File: src/rtl/crypto1_pkg.sv
// Shared types and sizes for the Crypto1 key-search job scheduler.
package crypto1_pkg;

    typedef enum logic [1:0] {
        StIdle,
        StRun,
        StAborting,
        StFinish
    } state_t;

    // 16 even x 16 odd subspaces
    localparam int unsigned NJOBS = 256;
    localparam int unsigned IDX_W = 8;
    localparam int unsigned KEY_W = 48;
    // Wide enough to hold NJOBS itself
    localparam int unsigned CNT_W = 9;

endpackage

File: src/rtl/crypto1_prio_pick.sv
// Lowest-set-bit one-hot picker.
module crypto1_prio_pick #(
    parameter int unsigned WIDTH = 4
) (
    input  logic [WIDTH-1:0] i_req,
    output logic [WIDTH-1:0] o_gnt
);

    logic w_taken;

    // Grant the lowest-index requester only
    always_comb begin
        o_gnt   = '0;
        w_taken = 1'b0;
        for (int i = 0; i < int'(WIDTH); i++) begin
            if (i_req[i] && !w_taken) begin
                o_gnt[i] = 1'b1;
                w_taken  = 1'b1;
            end
        end
    end

endmodule

File: src/rtl/crypto1_job_scheduler.sv
// Hands out the 256 Crypto1 key subspaces to a pool of search cores, counts
// completions, and stops everything on the first key hit.
module crypto1_job_scheduler
    import crypto1_pkg::*;
#(
    parameter int unsigned NCORES = 4
) (
    input  logic                    CLK,
    input  logic                    RESETn,
    input  logic                    i_start,
    input  logic [KEY_W-1:0]        i_bitstream,
    output logic                    o_busy,
    output logic                    o_done,
    output logic                    o_found,
    output logic [KEY_W-1:0]        o_key,
    output logic [CNT_W-1:0]        o_jobs_done,
    output logic [KEY_W-1:0]        o_core_bitstream,
    output logic [NCORES-1:0]       o_job_valid,
    input  logic [NCORES-1:0]       i_job_ready,
    output logic [IDX_W-1:0]        o_job_idx,
    input  logic [NCORES-1:0]       i_core_done,
    input  logic [NCORES-1:0]       i_core_hit,
    input  logic [NCORES*KEY_W-1:0] i_core_key,
    output logic                    o_abort
);

    localparam logic [CNT_W-1:0] LP_NJOBS   = CNT_W'(NJOBS);
    localparam logic [CNT_W:0]   LP_NJOBS_W = (CNT_W+1)'(NJOBS);

    function automatic logic [4:0] f_popcount(input logic [NCORES-1:0] v);
        logic [4:0] cnt;
        cnt = '0;
        for (int i = 0; i < int'(NCORES); i++) begin
            cnt = cnt + {4'b0, v[i]};
        end
        return cnt;
    endfunction

    state_t             r_state, w_state_d;
    logic [CNT_W-1:0]   r_next_job, w_next_job_d;
    logic [CNT_W-1:0]   r_jobs_done, w_jobs_done_d;
    logic               r_found, w_found_d;
    logic [KEY_W-1:0]   r_key, w_key_d;
    logic [KEY_W-1:0]   r_bitstream, w_bitstream_d;
    logic [NCORES-1:0]  r_job_valid, w_job_valid_d;
    logic [IDX_W-1:0]   r_job_idx, w_job_idx_d;

    logic               w_xfer;
    logic               w_offer;
    logic [NCORES-1:0]  w_free_req, w_free_gnt;
    logic [NCORES-1:0]  w_hit_req, w_hit_gnt;
    logic [KEY_W-1:0]   w_hit_key;
    logic [CNT_W:0]     w_done_sum;
    logic [CNT_W-1:0]   w_done_sat;
    logic               w_all_done;

    assign w_xfer     = |(r_job_valid & i_job_ready);
    // The core taking a job this cycle is no longer free for the next offer
    assign w_free_req = i_job_ready & ~(r_job_valid & i_job_ready);
    assign w_hit_req  = i_core_done & i_core_hit;
    assign w_done_sum = {1'b0, r_jobs_done} + {{(CNT_W-4){1'b0}}, f_popcount(i_core_done)};
    assign w_all_done = (w_done_sum >= LP_NJOBS_W);
    assign w_done_sat = w_all_done ? LP_NJOBS : w_done_sum[CNT_W-1:0];

    crypto1_prio_pick #(
        .WIDTH (NCORES)
    ) u_free_pick (
        .i_req (w_free_req),
        .o_gnt (w_free_gnt)
    );

    crypto1_prio_pick #(
        .WIDTH (NCORES)
    ) u_hit_pick (
        .i_req (w_hit_req),
        .o_gnt (w_hit_gnt)
    );

    // Select the key of the lowest-index hitting core
    always_comb begin
        w_hit_key = '0;
        for (int i = 0; i < int'(NCORES); i++) begin
            if (w_hit_gnt[i]) begin
                w_hit_key = w_hit_key | i_core_key[KEY_W*i +: KEY_W];
            end
        end
    end

    // Next-state, dispatch and completion accounting
    always_comb begin
        w_state_d     = r_state;
        w_next_job_d  = r_next_job;
        w_jobs_done_d = r_jobs_done;
        w_found_d     = r_found;
        w_key_d       = r_key;
        w_bitstream_d = r_bitstream;
        w_offer       = 1'b0;

        unique case (r_state)
            StIdle: begin
                if (i_start) begin
                    w_state_d     = StRun;
                    w_bitstream_d = i_bitstream;
                    w_next_job_d  = '0;
                    w_jobs_done_d = '0;
                    w_found_d     = 1'b0;
                    w_key_d       = '0;
                    w_offer       = 1'b1;
                end
            end
            StRun: begin
                if (w_xfer) begin
                    w_next_job_d = r_next_job + CNT_W'(1);
                end
                w_jobs_done_d = w_done_sat;
                if (|w_hit_req) begin
                    w_found_d = 1'b1;
                    w_key_d   = w_hit_key;
                    w_state_d = StAborting;
                end else if (w_all_done) begin
                    w_state_d = StFinish;
                end else begin
                    w_offer = 1'b1;
                end
            end
            StAborting: begin
                // Late completions still count; their hits do not
                w_jobs_done_d = w_done_sat;
                w_state_d     = StFinish;
            end
            StFinish: begin
                w_state_d = StIdle;
            end
            default: begin
                w_state_d = StIdle;
            end
        endcase

        w_job_valid_d = (w_offer && (w_next_job_d < LP_NJOBS)) ? w_free_gnt : '0;
        w_job_idx_d   = w_next_job_d[IDX_W-1:0];
    end

    // State and output registers
    always_ff @(posedge CLK) begin
        if (!RESETn) begin
            r_state     <= StIdle;
            r_next_job  <= '0;
            r_jobs_done <= '0;
            r_found     <= 1'b0;
            r_key       <= '0;
            r_bitstream <= '0;
            r_job_valid <= '0;
            r_job_idx   <= '0;
        end else begin
            r_state     <= w_state_d;
            r_next_job  <= w_next_job_d;
            r_jobs_done <= w_jobs_done_d;
            r_found     <= w_found_d;
            r_key       <= w_key_d;
            r_bitstream <= w_bitstream_d;
            r_job_valid <= w_job_valid_d;
            r_job_idx   <= w_job_idx_d;
        end
    end

    assign o_busy           = (r_state != StIdle);
    assign o_done           = (r_state == StFinish);
    assign o_abort          = (r_state == StAborting);
    assign o_found          = r_found;
    assign o_key            = r_key;
    assign o_jobs_done      = r_jobs_done;
    assign o_core_bitstream = r_bitstream;
    assign o_job_valid      = r_job_valid;
    assign o_job_idx        = r_job_idx;

endmodule

File: config.mk
export PLATFORM = sky130hd
export DESIGN_NAME = crypto1_job_scheduler
export DESIGN_NICKNAME = d
export VERILOG_FILES = /design/src/rtl/crypto1_pkg.sv /design/src/rtl/crypto1_prio_pick.sv /design/src/rtl/crypto1_job_scheduler.sv
export SDC_FILE = /design/constraint.sdc
export NUM_CORES = 1
export LEC_CHECK = 0
export ABC_AREA = 0
export BUFFER_PORTS_ARGS = -buffer_cell sky130_fd_sc_hd__buf_4
export CORE_AREA = 2 2 144 146
export DETAILED_ROUTE_END_ITERATION = 8
export DIE_AREA = 0 0 146 148
export MAX_ROUTING_LAYER = met4
export SYNTH_ARGS = -nofsm -noshare
export SYNTH_HDL_FRONTEND = slang
export SYNTH_SLANG_ARGS = --single-unit
File: constraint.sdc
create_clock -name CLK -period 3.35 [get_ports CLK]
set_input_delay 0.1675 -clock CLK [delete_from_list [all_inputs] [get_ports CLK]]
set_output_delay 0.1675 -clock CLK [all_outputs]
set_load 0.01 [all_outputs]
# Yosys cells after proc, flatten, opt, wreduce, memory -nomap -nowiden
# Index checks and enable logic that the tools add are counted.
# W data, S select, Z words.
[classes] n_reduce_logical=25 addsub=5 n_eq_ne=6 bitwise=7 muxes=36 n_lt_le_gt_ge=2
[op_table] op="$mux W48" n=6
[op_table] op="$or A48 B48 Y48" n=3
[op_table] op="$pmux W48 S2" n=1
[op_table] op="$mux W9" n=4
[op_table] op="$pmux W9 S2" n=2
[op_table] op="$mux W1" n=17
[op_table] op="$and A4 B4 Y4" n=3
[op_table] op="$add A9 B4 Y10" n=1
[op_table] op="$ge A10 B9 Y1 const B" n=1
[op_table] op="$add A9 B1 Y9 const B" n=1
[op_table] op="$lt A9 B9 Y1 const B" n=1
[op_table] op="$pmux W2 S4" n=1
[op_table] op="$reduce_and A2 Y1" n=4
[op_table] op="$reduce_or A4 Y1" n=2
[op_table] op="$logic_and A1 B1 Y1" n=7
[op_table] op="$logic_not A1 Y1" n=6
[op_table] op="$mux W2" n=3
[op_table] op="$reduce_bool A2 Y1" n=3
[op_table] op="$add A3 B1 Y4" n=1
[op_table] op="$eq A2 B2 Y1 const B" n=2
[op_table] op="$ne A2 B2 Y1 const B" n=2
[op_table] op="$not A4 Y4" n=1
[op_table] op="$pmux W1 S2" n=2
[op_table] op="$add A2 B1 Y3" n=1
[op_table] op="6 further kinds" n=6
[totals] elab_cells=89 reg_bits=129 out_inout_bits=121 inputBits=255

# Logic depth before layout (Yosys ltp)
[depth] word_depth=14 depth_mapped=10 mapped_depth_nobuf=10

# Modules after synthesis
# From an unflattened synthesis, not the netlist that was laid out.
[hier_totals] cells_unflattened=725 area_unflattened_um2=6082.1
[modules_own_cells] mod="crypto1_job_scheduler" seq_area_each_um2=2422.3 cells_per_inst=717 area_per_inst_um2=6009.5 n_inst=1
[modules_own_cells] mod="crypto1_prio_pick" seq_area_each_um2=0.0 cells_per_inst=4 area_per_inst_um2=36.3 n_inst=2

# Worst setup path before layout
# Ideal clock, no wire load.
[synth_path] path_kind="register to register" from="register r_jobs_done[0] (netlist: o_jobs_done[0])" to="register r_jobs_done[2] (netlist: o_jobs_done[2])" stages_incl_launch_ff=11 arrival_ps=2454 slack_ps=765 path_buffers=0 setup_ps=132 t_required_ps=3218 period_less_slack_ps=2585 cell_sequence="dfxtp_1 > fa_1 > inv_1 > fa_1 > inv_1 > fa_1 > nand3_1 > o21bai_1 > a21bo_1 > a31oi_1 > nor2_1"
[synth_via] elab_chain_cells=4
[synth_lines] item="from (decl)" line_no="crypto1_job_scheduler.sv:41" text="logic [CNT_W-1:0] r_jobs_done, w_jobs_done_d;"
[synth_lines] item="from (signal assigned)" line_no="crypto1_job_scheduler.sv:157" text="r_jobs_done <= w_jobs_done_d;"
[synth_lines] item="$add A9 B4 Y10 (*)" line_no="crypto1_job_scheduler.sv:61" text="assign w_done_sum = {1'b0, r_jobs_done} + {{(CNT_W-4){1'b0}}, f_popcount(i_core_done)};"
[synth_lines] item="$ge A10 B9 Y1" line_no="crypto1_job_scheduler.sv:62" text="assign w_all_done = (w_done_sum >= LP_NJOBS_W);"
[synth_lines] item="$mux W9 (*)" line_no="crypto1_job_scheduler.sv:63" text="assign w_done_sat = w_all_done ? LP_NJOBS : w_done_sum[CNT_W-1:0];"
[synth_lines] item="$pmux W9 S2 (*)" line_no="crypto1_job_scheduler.sv:99" text="unique case (r_state)"
# Every way passes the cells marked *; elsewhere a longest branch is shown, timed or not.
# A chain may end at the register's enable or synchronous reset.

# Worst setup path after layout
# Ends and elaborated chain as after synthesis.

==> impl_results.md <==
- Outcome: finished, violations left
- Failing checks: design-rule violations
- Pwr/cell area: 556 mW/mm2
- Max H-tree Level: 4
- Top cell type's share of synthesized area: a little over two fifths
- Period utilization: 84.3%
- Synthesized area: between 0.005 and 0.006 mm2
- Routed vias/inst: 4.82
- GP Congestion: 0.798
- Syn_nets: 928
- Pin count of the biggest net entering global routing: 50
- Antenna viol nets, final: 0
- Max Cap Viol: 0
- Sum Neg Setup Slack: 0 ns
- Max transition margin: 39.9%
- CP Capture Type: flop
- Count leader, synth: nand2_1
- Leakage: about 4.4 nW
- Worst vdd rail ir drop: about 0.00042 V
- Core area: 0.0200 mm2
- CP max stage cell: fa_1
- Clock latency on the worst-skew pair: 0.43 ns
- Cell mode on critical path: fa_1
- Placed inst area: 0.00849 mm2
- Fraction of layout cells with a size suffix above 1: 40.2%
- Final Setup Violations: 0
- CP max FO: 7
- Vias in the first global route: approximately 6,300
- Max clock buf depth: 2
- Row count: 52
- DR WL/cell: 16.9 um
- Worst EP required: 3.63 ns
- Final wirelength: 22,600 um
- Worst Skew: 0.0144 ns
- EDFF count, synth: 0
- Final hold violation count: 0
- Area growth syn-to-layout: 70.9%
- Syn avg cell area: roughly 8.4 um2
- # resized after CTS: 0
- Initial core utilization: 27.7%
- Port Buffer Count: between 300 and 400
- Initial antenna violation count: 0
- Clock Tree Root: clkbuf_16
- Path type of the worst setup path: flop to flop
- RSZ-0062 raised after global routing: no
- First-pass GRT wire length: 34,400 um
- Cell Count, Final, Fillers Out: 1,338
- Top FF cell, synth: dfxtp_1
- Synth area leaders: dfxtp_1 44%, nand2_1 14%, a222oi_1 8.8%
- Cells after DPL: 1,261
- Worst EP arrival: 3.11 ns
- Die Span X: 146 um
- Sequential area share after synthesis: 43.7%
- Least-Margin Pin Slew: 0.899 ns
- CTS tree: done
- Fin area: about 0.0095 mm2
- Max Fclk: approximately 350 MHz
- Syn Inst Count: 664
- # IOs: 376
- Async set-reset flop share out of synthesis: 0%
- Min-delay worst type: input port to flop
- Global Route Usage Sum: 20.7%
- Sequence of cells on the critical path: fa_1 > inv_1 > fa_1 > inv_1 > fa_1 > nand3_1 > o21bai_1 > a21bo_1 > a31oi_1 > nor2_1
- DRT iter0 DRCs: 409
- CP startpoint kind: flop
- Number of diodes: 0
- Die Ht: ~150 um
- Synth warn: 0
- Post-DP HPWL: 16,500 um
- CTS sink cnt: 121
- DRT Pass-1 Iters: 9
- Seq cells post-synth: ~120
- Final-report max-slew violation count: 0
- CP max stage delay: between 0.5 and 0.6 ns
- CTS clk-pin slew, worst paths: 0.06 ns
- Total CTS buffers: 17
- Via Count: about 6,400
- GRT overflow: 0
- Tmin final: around 2.8 ns
- Fin nets: 1,319
- Commonest cells post-synth: 213 x nand2_1, 121 x dfxtp_1, 58 x a21oi_1
- Synth cell types: 48
- Top cell type by total area after synthesis: dfxtp_1
- Die footprint: around 0.022 mm2
- DR DRC count: 2
## worst max-delay path: cells and delay by family, from the launching register on
family                     cells  cell delay, ns
adders and majority gates      3            1.13
AOI/OAI and AO/OA              3            0.87
DFF                            1            0.34
and+or+nand+nor                2            0.21
buffers and inverters          2            0.14
## layout by cell type, fill, tap and decap left out, types with 4 or more instances in the layout
| cell type | instances |
|---|---|
| dfxtp_1 | 121 |
| nor2_1 | 19 |
| a22o_1 | 48 |
| nand2b_1 | 4 |
| clkbuf_16 | 17 |
| nand3_1 | 7 |
| ha_1 | 6 |
| nor4_1 | 4 |
| a211oi_1 | 4 |
| clkinvlp_4 | 4 |
| nor2b_1 | 5 |
| nand2_1 | 213 |
| inv_1 | 8 |
| xor2_1 | 6 |
| buf_4 | 386 |
| inv_6 | 5 |
| nand4_1 | 6 |
| a21oi_1 | 58 |
| dlygate4sd3_1 | 45 |
| a22oi_1 | 4 |
| a222oi_1 | 49 |
## path summary, 6_finish.rpt
check / from / to / slack (ns) / cells after the start
max: o_jobs_done[0]$_SDFFE_PN0P_ / o_jobs_done[2]$_SDFFE_PN0P_ / 0.53 / 10
min reg2reg: o_core_bitstream[45]$_SDFFE_PN0P_ / o_core_bitstream[45]$_SDFFE_PN0P_ / 0.45 / 2
min: i_bitstream[4] / o_core_bitstream[4]$_SDFFE_PN0P_ / 0.03 / 3
max reg2reg: o_jobs_done[0]$_SDFFE_PN0P_ / o_jobs_done[2]$_SDFFE_PN0P_ / 0.53 / 10
## routing by layer
| metal | global-route usage (%) | vias to the layer above | part of all wire, % |
|---|---|---|---|
| met4 | 7.09 | 0 | 2.2 |
| li1 | - | 3173 | - |
| met2 | 33.3 | 303 | 48 |
| met1 | 24.4 | 2941 | 41 |
| met3 | 6.85 | 29 | 9.0 |
| met5 | - | - | 0 |
## metrics by stage
step	util, %	setup slack [ns]	hold slack [ns]	power, W
3_3_place_gp	42.4	0.597	0.414	0.00356
4_1_cts	47.3	0.478	0.00720	0.00535
3_5_place_dp	42.4	0.513	0.424	0.00357
2_1_floorplan	-	0.765	0.303	0.00272
6_report	47.3	0.527	0.0310	0.00527
5_1_grt	47.3	0.219	0.0200	0.00559
## sequential cells by signal, indices dropped and copies added (netlist names), named ones only
name and flops:
o_core_bitstream 48, r_state 2, o_jobs_done 9, r_next_job 1
o_key 48, o_job_valid 4, o_found 1
## repair_timing
item,in CTS,in global routing
endpoints found under the hold margin,45,0
setup buffers,0,0
hold buffers,45,0
endpoints found under the setup margin,0,0
## power by group
group          leakage (nW)  internal, W  switching, W  total [W]
clock network         0.259     0.000957      0.000741    0.00170
logic                  3.20     0.000806      0.000974    0.00178
registers             0.985      0.00166      0.000132    0.00179
## kinds of logic (layout without fill, tap and decap cells)
group	Yosys count	count (layout)	share of synthesized area (%)
flip-flops	121	121	43.7
XOR/XNOR	8	8	1.26
AO/OA/AOI/OAI	183	183	25.4
multiplexers	3	3	0.586
buffers and inverters	68	472	6.38
adder cells (fa/ha/maj)	9	9	2.44
AND/OR/NAND/NOR	272	272	20.3
## layout make-up
| type | instances | area [um2] |
|---|---|---|
| Tap cell | 270 | 338 |
| Clock buffer | 17 | 425 |
| Sequential cell | 121 | 2420 |
| Multi-Input combinational cell | 475 | 2800 |
| Fill cell | 1923 | 10600 |
| Clock inverter | 15 | 118 |
| Timing Repair Buffer | 431 | 3350 |
| Inverter | 9 | 33.8 |
Power figures use the tool's default switching activity.
